### src/rtl/ctrl_counter_pkg.sv
// Shared types for the counter bank: per-channel command encoding and the
// trigger priority decoder used by every channel.
package ctrl_counter_pkg;

   typedef enum logic [2:0] {
      CMD_NONE,
      CMD_UP,
      CMD_DOWN,
      CMD_LOAD,
      CMD_RST
   } cmd_e;

   // Priority: rst > load > (up & down cancel out) > up > down.
   function automatic cmd_e cmd_decode(input logic rst,
                                       input logic load,
                                       input logic up,
                                       input logic down);
      if (rst)
         return CMD_RST;
      else if (load)
         return CMD_LOAD;
      else if (up && !down)
         return CMD_UP;
      else if (down && !up)
         return CMD_DOWN;
      else
         return CMD_NONE;
   endfunction

endpackage

### src/rtl/ctrl_counter_chan.sv
// One counter channel: count register, step adder/subtractor with carry and
// borrow detection, wrap or saturate handling, terminal-count pulse and the
// sticky saturation flag.
module ctrl_counter_chan
   import ctrl_counter_pkg::*;
#(
   parameter int WIDTH  = 32,
   parameter int STEP_W = 8
) (
   input  logic              sys_clk,
   input  logic              sys_rst_n,
   input  cmd_e              cmd,
   input  logic [WIDTH-1:0]  load_value,
   input  logic [STEP_W-1:0] step,
   input  logic              mode_sat,
   output logic [WIDTH-1:0]  count,
   output logic              tc_pulse,
   output logic              sat_flag
);

   logic [WIDTH-1:0] count_q, count_d;
   logic             tc_q, tc_d;
   logic             sat_q, sat_d;

   // The extra top bit of sum/diff is the carry (up) or borrow (down).
   logic [WIDTH:0] step_ext;
   logic [WIDTH:0] sum;
   logic [WIDTH:0] diff;

   assign step_ext = {{(WIDTH + 1 - STEP_W){1'b0}}, step};
   assign sum      = {1'b0, count_q} + step_ext;
   assign diff     = {1'b0, count_q} - step_ext;

   // Next-state: apply the decoded command; mode_sat is sampled with it.
   always_comb begin
      // NOTE: every signal gets a default first so no path leaves it unassigned (no latch).
      count_d = count_q;
      tc_d    = 1'b0;
      sat_d   = sat_q;
      unique case (cmd)
         CMD_RST: begin
            count_d = '0;
            sat_d   = 1'b0;
         end
         CMD_LOAD: begin
            count_d = load_value;
         end
         CMD_UP: begin
            count_d = sum[WIDTH-1:0];
            if (sum[WIDTH]) begin
               tc_d = 1'b1;
               if (mode_sat) begin
                  count_d = '1;
                  sat_d   = 1'b1;
               end
            end
         end
         CMD_DOWN: begin
            count_d = diff[WIDTH-1:0];
            if (diff[WIDTH]) begin
               tc_d = 1'b1;
               if (mode_sat) begin
                  count_d = '0;
                  sat_d   = 1'b1;
               end
            end
         end
         default: ;
      endcase
   end

   // Channel state registers; async reset clears everything including pending tc.
   always_ff @(posedge sys_clk or negedge sys_rst_n) begin
      // NOTE: sequential state uses non-blocking assignments so all flops update together.
      if (!sys_rst_n) begin
         count_q <= '0;
         tc_q    <= 1'b0;
         sat_q   <= 1'b0;
      end else begin
         count_q <= count_d;
         tc_q    <= tc_d;
         sat_q   <= sat_d;
      end
   end

   assign count    = count_q;
   assign tc_pulse = tc_q;
   assign sat_flag = sat_q;

endmodule

### src/rtl/ctrl_counter_bank.sv
// N_CH-channel up/down/load counter bank with a coherent snapshot for
// host readback and a free-running heartbeat counter.
module ctrl_counter_bank
   import ctrl_counter_pkg::*;
#(
   parameter int N_CH   = 4,
   parameter int WIDTH  = 32,
   parameter int STEP_W = 8,
   parameter int FREE_W = 32
) (
   input  logic                  sys_clk,
   input  logic                  sys_rst_n,
   input  logic [N_CH-1:0]       trig_rst,
   input  logic [N_CH-1:0]       trig_up,
   input  logic [N_CH-1:0]       trig_down,
   input  logic [N_CH-1:0]       trig_load,
   input  logic [WIDTH-1:0]      load_value,
   input  logic [STEP_W-1:0]     step,
   input  logic [N_CH-1:0]       mode_sat,
   input  logic                  snap_req,
   output logic [N_CH*WIDTH-1:0] count,
   output logic [N_CH*WIDTH-1:0] snap_data,
   output logic                  snap_valid,
   output logic [N_CH-1:0]       tc_pulse,
   output logic [N_CH-1:0]       sat_flag,
   output logic [FREE_W-1:0]     free_cnt,
   output logic                  heartbeat
);

   logic [N_CH*WIDTH-1:0] snap_q, snap_d;
   logic                  snap_valid_q, snap_valid_d;
   logic [FREE_W-1:0]     free_q, free_d;

   for (genvar i = 0; i < N_CH; i++) begin : g_chan
      cmd_e cmd;
      assign cmd = cmd_decode(trig_rst[i], trig_load[i], trig_up[i], trig_down[i]);

      ctrl_counter_chan #(
         .WIDTH  (WIDTH),
         .STEP_W (STEP_W)
      ) u_chan (
         .sys_clk    (sys_clk),
         .sys_rst_n  (sys_rst_n),
         .cmd        (cmd),
         .load_value (load_value),
         .step       (step),
         .mode_sat   (mode_sat[i]),
         .count      (count[i*WIDTH +: WIDTH]),
         .tc_pulse   (tc_pulse[i]),
         .sat_flag   (sat_flag[i])
      );
   end

   // Snapshot captures the registered counts, so same-cycle triggers are excluded.
   always_comb begin
      snap_d       = snap_req ? count : snap_q;
      snap_valid_d = snap_req;
      free_d       = free_q + 1'b1;
   end

   // Snapshot and free-running counter registers.
   always_ff @(posedge sys_clk or negedge sys_rst_n) begin
      // NOTE: snapshot is a register bank, not a memory, so it is reset like any flop.
      if (!sys_rst_n) begin
         snap_q       <= '0;
         snap_valid_q <= 1'b0;
         free_q       <= '0;
      end else begin
         snap_q       <= snap_d;
         snap_valid_q <= snap_valid_d;
         free_q       <= free_d;
      end
   end

   assign snap_data  = snap_q;
   assign snap_valid = snap_valid_q;
   assign free_cnt   = free_q;
   assign heartbeat  = free_q[FREE_W-2];

endmodule

### config.mk
export PLATFORM = sky130hd
export DESIGN_NAME = ctrl_counter_bank
export DESIGN_NICKNAME = d
export VERILOG_FILES = /design/src/rtl/ctrl_counter_pkg.sv /design/src/rtl/ctrl_counter_chan.sv /design/src/rtl/ctrl_counter_bank.sv
export SDC_FILE = /design/constraint.sdc
export NUM_CORES = 1
export LEC_CHECK = 0
export CAP_MARGIN = 20
export CORE_AREA = 2 2 209 211
export CTS_CLUSTER_SIZE = 10
export DETAILED_ROUTE_END_ITERATION = 12
export DIE_AREA = 0 0 211 213
export PLACE_DENSITY = 0.72
export SLEW_MARGIN = 10
export SYNTH_ARGS = -nofsm -noshare
export SYNTH_HDL_FRONTEND = slang
export SYNTH_HIERARCHICAL = 1
export SYNTH_SLANG_ARGS = --single-unit
### constraint.sdc
create_clock -name sys_clk -period 6.7 [get_ports sys_clk]
set_input_delay 1.005 -clock sys_clk [delete_from_list [all_inputs] [get_ports sys_clk]]
set_output_delay 1.005 -clock sys_clk [all_outputs]
set_load 0.01 [all_outputs]
==> results.ini <==
[yosys]
synth_largest_area_cell = dfrtp_1
synth-simple-area-share = 0.199
synth_cells = 2344
netlist_area_um2 = 21100
post_synth_num_cell_types = 96
synth_compound_area_frac = 0.217
synth-adder-area-share = 0.0467
netlist_top_cells_area = dfrtp_1 35%, mux2_2 7.2%, ha_1 3.9%
synth_mux_area_frac = 0.0753
synth-main-ff-cell = dfrtp_1
ys_warn_count = 6
synth_top_family_by_area = compound AO/OA/AOI/OAI gates
synth_edf_count = 0
ys_seq_elements = 297
ys_async_sr_fraction = 1.00
netlist.area_leader.share = 0.352
synth_xor_area_frac = 0.0564
syn_nets = 2481
syn_avg_cell_area_um2 = 9.01
synth_seq_area_share = 0.352

[floorplan]
die_h_um = 213
die_x_um = 211
core_um2 = 42700
num_io_pins = 361
start_util = 0.495
dieArea_um2 = 44900
rows = 76

[layout]
final_util = 0.609
syn_to_final_growth_pct = 23.2
stdcell_count = 3170
fin_nets = 2743
layout-drive-gt1-share = 0.113
final_cell_mix = 358 x clkdlybuf4s50_1, 297 x dfrtp_1, 145 x nand2_1
layout_commonest_cell = clkdlybuf4s50_1

[power_and_ir_drop]
internal_power_mw = 5.41
seq_power_share = 0.332
power_frac_comb = 0.464
p_per_area_nw_per_um2 = 354
totalPowerFinal_mw = 9.21
swShare = 0.412
p_leak_nw = 10.7
clock_power_share = 0.204
irDropWorstVdd_v = 0.000234
p_sw_mw = 3.80

[worst_setup_path]
cp_max_fo = 13
crit_path_end_kind = flop
required_ps = 7130
rr_worst_depth = 9
r2r_slack_ps = 3170
critPathLaunch = step[1]
path_cells = clkdlybuf4s50_1, inv_1, fa_1, o21bai_1, o211ai_1, a31oi_2, nand4_1, mux2_2, a222oi_1, o21ai_0
arrival_ps = 4760
worstSetupPathType = in -> reg
critPathMaxStageDelay_ps = 970
timing.rr.start = g_chan[3].u_chan/count[5]
cp-start-kind = input pin
slowest_stage = clkdlybuf4s50_1
r2r-end = g_chan[3].u_chan/count[11]

[placement]
dp_slack_ps = 1870
gp_congestion = 0.971
hpwl_mm = 53.6
dp_cells = 3113
port_buffers = 360

[sta]
skew_ps = 10.7
fmax_mhz = 231
period_share = 0.647
hold_viol = 0
slew_violations = 0
rsz0062_at_grt = no
setup_viol_count_final = 0
timing.final.ws_setup_ps = 2360
tns_ps = 0
fin_crit_ps = 4340
tightest_slew_ps = 1150
slew-limit-headroom = 0.230

[detailed_routing]
ant_nets = 0
drtIter0Drc = 2361
remaining_drc_errors = 0
wirelength_mm = 77.3
dr.pass1.iters = 9
wire_per_inst_um = 24.4
routed_via_density = 6.63
vias = 21000

[global_routing]
grt_max_degree = 131
grtUsageMet1 = 0.443
grt-busiest-layer = met2
antenna_found_initial = 2
grtUsageTotal = 0.335
grt_overflow = 0
grt_util_met2 = 0.516
first_global_vias = 20000
globalRouteMet3Util = 0.0716
grt_pass1_wl_mm = 118

[clock_tree]
cts_max_path_buffers = 3
clock-sinks = 297
h-tree-depth = 2
cts_buffers = 37
ctsResizeCount = 0
clock-root-buffer = clkbuf_16
path_clk_slew_ps = 60
cts_tree = done
clkLatencyLatePin_ps = 560
postCtsHoldBufs = 0
post_cts_buffers = 0

[status]
outcome = complete, no violations

[worst_hold_path]
min_path_type = in -> async

[flow_run]
max-cap-violations = 0

[final cells by class]
class                           count  area (µm²)
Antenna cell                        2        5.00
Clock buffer                       52        1060
Clock inverter                      3        18.8
Fill cell                        3611       16700
Inverter                           86         323
Multi-Input combinational cell   1789       12600
Sequential cell                   297        7430
Tap cell                          546         683
Timing Repair Buffer              395        3890
[power groups by stage]
stage | sequential [mW] | combinational [mW] | clock (mW)
floorplan | 2.89 | 2.54 | 0
global placement | 3.03 | 4.14 | 0
detailed placement | 3.05 | 4.20 | 0
CTS | 3.03 | 4.23 | 1.91
global route | 3.13 | 4.61 | 1.98
finish | 3.06 | 4.28 | 1.88
[Yosys cell counts (all sizes together), types with 11 or more instances]
cell	instances
dfrtp	297
nand2	148
nor2	147
o21ai	144
mux2	135
a21oi	125
clkbuf	118
xnor2	91
inv	84
nor3	81
nand4	79
nand3	71
ha	66
o211ai	61
buf	54
xor2	45
a221oi	43
nand2b	37
nor4	33
and3	29
or3	29
a22oi	27
nor2b	26
and2	23
a211oi	22
a31oi	22
o31a	21
or2	20
or4	20
o21a	17
o31ai	17
and4	16
o221ai	15
a22o	12
o21bai	11
[registers in the layout, indices dropped and copies added, names as in the netlist]
name and cells:
free_cnt 32, g_chan.u_chan/count 128, g_chan.u_chan/sat_flag 4, g_chan.u_chan/tc_pulse 4, snap_data 128, snap_valid 1
[stage by stage]
stage	hold WS (ps)	instance area, µm²
after global routing	499	26000
after CTS	476	26000
after global placement	463	24900
final	449	26000
after detailed placement	470	24900
after floorplan	507	21100
[how the worst max path moves through the flow]
stage                                  to  slack (ps)  cells past startpoint
2_1_floorplan  g_chan[2].u_chan/count[26]        3280                     11
3_3_place_gp   g_chan[1].u_chan/count[24]        1950                     10
3_5_place_dp    g_chan[0].u_chan/count[9]        1870                     11
4_1_cts         g_chan[0].u_chan/count[9]        2440                     11
5_1_grt        g_chan[1].u_chan/count[24]        2070                     10
6_report       g_chan[1].u_chan/count[24]        2360                     10
[layer usage]
metal	up-vias	wire length (µm)
li1	9286	-
met1	10200	31200
met2	1267	34000
met3	278	7840
met4	0	4280
met5	-	0
[critical path: cells and delay by family]
| kind | cells | cell delay [ps] |
|---|---|---|
| adder cells (fa/ha/maj) | 1 | 500 |
| multiplexers | 1 | 380 |
| AND/OR/NAND/NOR | 1 | 380 |
| buffers and inverters | 2 | 1180 |
| AO/OA/AOI/OAI | 5 | 1320 |
[cells by family after synthesis]
| group | Yosys count |
|---|---|
| AND/OR/NAND/NOR | 780 |
| AO/OA/AOI/OAI | 657 |
| flip-flops | 297 |
| buffers and inverters | 258 |
| multiplexers | 142 |
| XOR/XNOR | 136 |
| adder cells (fa/ha/maj) | 74 |
Note: power is estimated with default switching activity, not from simulation.
